==> src/rtl/eco32_core_mpu_crseq.sv <==
// Control-register access sequencer: runs MPU requests as read-then-write
// sequences on the per-thread control-register file and returns the old values.
module eco32_core_mpu_crseq #(
  parameter logic [31:0] PROT_MASK = 32'h0000_4500
) (
  input  logic        clk,
  input  logic        rst_n,
  input  logic        i_req,
  output logic        o_ack,
  input  logic        i_tid,
  input  logic [4:0]  i_addr,
  input  logic [2:0]  i_op,
  input  logic        i_priv,
  input  logic [31:0] i_data,
  output logic        o_tid,
  output logic [4:0]  o_addr,
  output logic        o_wra,
  output logic [31:0] o_cra,
  output logic        o_wrb,
  output logic        o_wri,
  output logic [31:0] o_crb,
  input  logic [31:0] i_cra,
  input  logic [31:0] i_crb,
  output logic        o_rsp_val,
  input  logic        i_rsp_rdy,
  output logic        o_rsp_tid,
  output logic [31:0] o_rsp_cra,
  output logic [31:0] o_rsp_crb,
  output logic        o_rsp_err
);

  typedef enum logic [1:0] {S_IDLE, S_RD, S_WR, S_RSP} state_t;

  localparam logic [2:0] OP_READ  = 3'd0;
  localparam logic [2:0] OP_WR_A  = 3'd1;
  localparam logic [2:0] OP_WR_B  = 3'd2;
  localparam logic [2:0] OP_WR_I  = 3'd3;
  localparam logic [2:0] OP_SET_B = 3'd4;
  localparam logic [2:0] OP_CLR_B = 3'd5;

  state_t      state_q, state_d;
  logic        tid_q, priv_q, err_q;
  logic [4:0]  addr_q;
  logic [2:0]  op_q;
  logic [31:0] data_q, old_cra_q, old_crb_q;
  logic        wra_q, wrb_q, wri_q;
  logic        wra_d, wrb_d, wri_d;
  logic [31:0] cra_q, crb_q, cra_d, crb_d;
  logic        latch_req, capture_old, err_now;

  assign err_now = (op_q >= 3'd6) ||
                   ((op_q != OP_READ) && PROT_MASK[addr_q] && !priv_q);

  always_comb begin
    state_d     = state_q;
    latch_req   = 1'b0;
    capture_old = 1'b0;
    wra_d       = 1'b0;
    wrb_d       = 1'b0;
    wri_d       = 1'b0;
    cra_d       = cra_q;
    crb_d       = crb_q;
    case (state_q)
      S_IDLE: begin
        if (i_req) begin
          latch_req = 1'b1;
          state_d   = S_RD;
        end
      end
      S_RD: begin
        capture_old = 1'b1;
        if (op_q == OP_READ || err_now) begin
          state_d = S_RSP;
        end else begin
          state_d = S_WR;
          // Write data is built from the live read-back so the strobes can be registered
          case (op_q)
            OP_WR_A: begin
              wra_d = 1'b1;
              cra_d = data_q;
              crb_d = data_q;
            end
            OP_WR_B: begin
              wrb_d = 1'b1;
              wri_d = 1'b1;
              crb_d = data_q;
            end
            OP_WR_I: begin
              wri_d = 1'b1;
              crb_d = {i_crb[31:1], data_q[0]};
            end
            OP_SET_B, OP_CLR_B: begin
              crb_d = (op_q == OP_SET_B) ? (i_crb | data_q) : (i_crb & ~data_q);
              wrb_d = |data_q[31:1];
              wri_d = data_q[0];
            end
            default: ;
          endcase
        end
      end
      S_WR: state_d = S_RSP;
      S_RSP: begin
        if (i_rsp_rdy) state_d = S_IDLE;
      end
      default: state_d = S_IDLE;
    endcase
  end

  always_ff @(posedge clk or negedge rst_n) begin
    if (!rst_n) begin
      state_q   <= S_IDLE;
      tid_q     <= 1'b0;
      addr_q    <= '0;
      op_q      <= '0;
      priv_q    <= 1'b0;
      data_q    <= '0;
      old_cra_q <= '0;
      old_crb_q <= '0;
      err_q     <= 1'b0;
      wra_q     <= 1'b0;
      wrb_q     <= 1'b0;
      wri_q     <= 1'b0;
      cra_q     <= '0;
      crb_q     <= '0;
    end else begin
      state_q <= state_d;
      wra_q   <= wra_d;
      wrb_q   <= wrb_d;
      wri_q   <= wri_d;
      cra_q   <= cra_d;
      crb_q   <= crb_d;
      if (latch_req) begin
        tid_q  <= i_tid;
        addr_q <= i_addr;
        op_q   <= i_op;
        priv_q <= i_priv;
        data_q <= i_data;
      end
      if (capture_old) begin
        old_cra_q <= i_cra;
        old_crb_q <= i_crb;
        err_q     <= err_now;
      end
    end
  end

  assign o_ack     = (state_q == S_IDLE);
  assign o_tid     = tid_q;
  assign o_addr    = addr_q;
  assign o_wra     = wra_q;
  assign o_wrb     = wrb_q;
  assign o_wri     = wri_q;
  assign o_cra     = cra_q;
  assign o_crb     = crb_q;
  assign o_rsp_val = (state_q == S_RSP);
  assign o_rsp_tid = tid_q;
  assign o_rsp_cra = old_cra_q;
  assign o_rsp_crb = old_crb_q;
  assign o_rsp_err = err_q;

endmodule
==> config.mk <==
export PLATFORM = sky130hd
export DESIGN_NAME = eco32_core_mpu_crseq
export DESIGN_NICKNAME = d
export VERILOG_FILES = /design/src/rtl/eco32_core_mpu_crseq.sv
export SDC_FILE = /design/constraint.sdc
export NUM_CORES = 1
export LEC_CHECK = 0
export CELL_PAD_IN_SITES_DETAIL_PLACEMENT = 0
export CELL_PAD_IN_SITES_GLOBAL_PLACEMENT = 1
export CORE_MARGIN = 4
export CORE_UTILIZATION = 33
export DETAILED_ROUTE_END_ITERATION = 6
export GPL_ROUTABILITY_DRIVEN = 0
export PLACE_DENSITY_LB_ADDON = 0.1
export SYNTH_ARGS = -nofsm -noshare
export SYNTH_HDL_FRONTEND = slang
export SYNTH_SLANG_ARGS = --single-unit
==> constraint.sdc <==
create_clock -name clk -period 2.1 [get_ports clk]
set_clock_uncertainty 0.2 [all_clocks]
set_input_delay 0.42 -clock clk [delete_from_list [all_inputs] [get_ports clk]]
set_output_delay 0.42 -clock clk [all_outputs]
set_load 0.1 [all_outputs]
==> reports/metrics.cfg <==
[clocking]
htree_levels = 4
root_buffer = clkbuf_16
clockBufferDepth = 2
cts_sinks = 176
tritoncts = yes
cts.clk_slew.worst_paths_ps = 70
insertion_delay_ps = 430
cts-buffers-inserted = 17

[global_routing]
grt_use_total_pct = 17.7
grt_max_degree = 68
antenna_found_initial = 0
grt_pass1_vias = 5773
grt_overflow = 0
grt_pass1_wl_mm = 33.4

[route]
post_drt_via_cell_ratio = 4.93
drt_iter0_drc = 104
antenna_left = 0
drt-total-wl_mm = 21.4
wl_per_cell_microns = 20.3
drc = 0
drt_first_pass_iters = 4
vias = 5194

[yosys]
netlist.area_leader.share_pct = 60.4
synth_most_common_cell = dfrtp_1
avgSynthCellArea_sq_um = 14.8
async_flop_share_pct = 100
synthTopCellsByCount = dfrtp_1, mux2_2, o21ai_0
netlist_instances = 493
syn-cell-area_sq_mm = 0.00730
ys_seq_area_share_pct = 60.4
synthTopCellsByArea = dfrtp_1, mux2_2, mux2_1
synth_nets = 609
synth_warnings = 0
ys_types = 34
synth_flop_cell = dfrtp_1
synth-edff-count = 0
synth_top_area_cell = dfrtp_1
ys_ff_latch = 176

[worst_setup_path]
rr_worst_depth = 5
critPathRequiredTime_ps = 2200
rr_endpoint = o_cra[10]
critPathKind = flip-flop to flip-flop
critPathMaxFanout = 25
cp_top_family = simple AND/OR/NAND/NOR gates
startpoint_type = flip-flop
slowest_stage = dfrtp_4
crit_buf_inv = 1
max_stage_delay_ps = 510
crit_chain = nor4b_4, a211oi_4, nand4_4, buf_12, mux2_1
cp.arrival_ps = 2170
rrSetupSlack_ps = 30
r2r-start = o_addr[4]
crit_path_end_kind = flip-flop

[placed_design]
detailed_place.area_sq_mm = 0.0118
portBuffers = 250
hpwlAfterDp_mm = 15.7

[die]
core_area_sq_mm = 0.0218
start_util_pct = 33.5
die_w_microns = 157
ios = 251
rows = 54
die_area_sq_mm = 0.0246
die_h_microns = 157

[status]
outcome = finished, final reports clean

[cells_and_area]
area_growth_pct = 70.2
design_area_sq_mm = 0.0124
fill_cells = 1733
multi_input_comb_area_sq_mm = 0.00279
post-route-util_pct = 57.1
layout-drive-gt1-share_pct = 47.2
n_antenna_cell = 0
seq_area_sq_mm = 0.00442
final_nets = 878

[timing]
rsz0062_at_grt = true
fmax_ghz = 0.482
fin_hold_ws_ps = 294
slew_viol_final = 0
setup_violations = 0
finalCritPeriodShare_pct = 98.7
fin_setup_tns_ps = 0
worst_pin_slew_ps = 403
period_needed_ps = 2070
final_hold_viol_count = 0
maxSlewHeadroom_pct = 72.9

[run]
cap_violations = 0

[hold_path]
worstHoldPathType = primary input to asynchronous set/reset pin

## state kept, by name, summed over array words and instances (netlist names)
signal,cells
data_q,32
o_cra,32
o_crb,32
o_rsp_cra,32
o_rsp_crb,32
o_addr,5
op_q,3
state_q,2
o_rsp_err,1
o_rsp_tid,1
o_wra,1
o_wrb,1
o_wri,1
priv_q,1
## per-layer routing
metal	up-vias	wire length (microns)	global-route usage, %
met5	-	0	0
met4	0	473	6.20
met3	31	1460	5.23
met2	171	10900	30.0
met1	2648	8550	21.7
li1	2344	-	-
## per-stage QoR
step	setup WS, ps	std cells
after detailed placement	5.50	1021
after CTS	-13.5	1053
after floorplan	-2.48	493
after global placement	46.4	1021
after global routing	-33.5	1054
final	26.5	1054
## cell usage in the layout (no fill, tap or decap), drive strengths merged, types with 2 or more instances in the layout
cell type / Yosys / routed
clkdlybuf4s50: 0 / 108
o21ai: 36 / 36
nand2b: 3 / 3
nor4: 7 / 7
a21oi: 6 / 6
nand2: 2 / 2
clkbuf: 10 / 18
buf: 18 / 168
nor3: 2 / 2
mux2: 171 / 171
clkinv: 0 / 6
ha: 6 / 6
inv: 9 / 15
dfrtp: 176 / 176
nand4: 3 / 3
a22o: 31 / 31
## timing repair
action / in CTS / in global routing
hold endpoints to repair: 37 / 0
resized for setup: 2 / 4
setup endpoints to repair: 25 / 53
buffers inserted: 0 / 1
pin swaps: 1 / 2
hold buffers: 1 / 0
## worst reg2reg max path: stages, from the launching register on
cell	delay [ps]
dfrtp_4	510
nor4b_4	390
a211oi_4	150
nand4_4	140
buf_12	210
mux2_1	360
## worst max-delay path by stage
stage	from	endpoint	slack, ps	cells past startpoint
after floorplan	o_addr[3]	o_cra[10]	-2	5
after global placement	o_addr[0]	o_crb[25]	50	5
after detailed placement	state_q[1]	o_cra[10]	5	7
after CTS	state_q[1]	o_cra[10]	-10	7
after global routing	op_q[2]	o_cra[23]	-30	5
final	o_addr[4]	o_cra[10]	30	5
## kinds of logic (layout without fill, tap and decap cells)
| group | after synthesis | in the layout | synth area share, % |
|---|---|---|---|
| AOI/OAI and AO/OA | 79 | 79 | 7.48 |
| DFF | 176 | 176 | 60.4 |
| adders and majority gates | 6 | 6 | 1.03 |
| buffers and inverters | 37 | 318 | 2.33 |
| and+or+nand+nor | 24 | 24 | 2.40 |
| muxes | 171 | 171 | 26.4 |
## final cells by class
cell class | count | area share [%]
well taps | 280 | 2.82
flip-flops and latches | 176 | 35.6
clock inverters | 14 | 1.06
clock buffers | 17 | 3.42
multi-input cells | 280 | 22.4
repair buffers | 278 | 34.4
inverters | 9 | 0.272
Power is left out: the tool's default activity adds up to more than one toggle a clock period on the data nets, which glitch-free logic cannot reach.
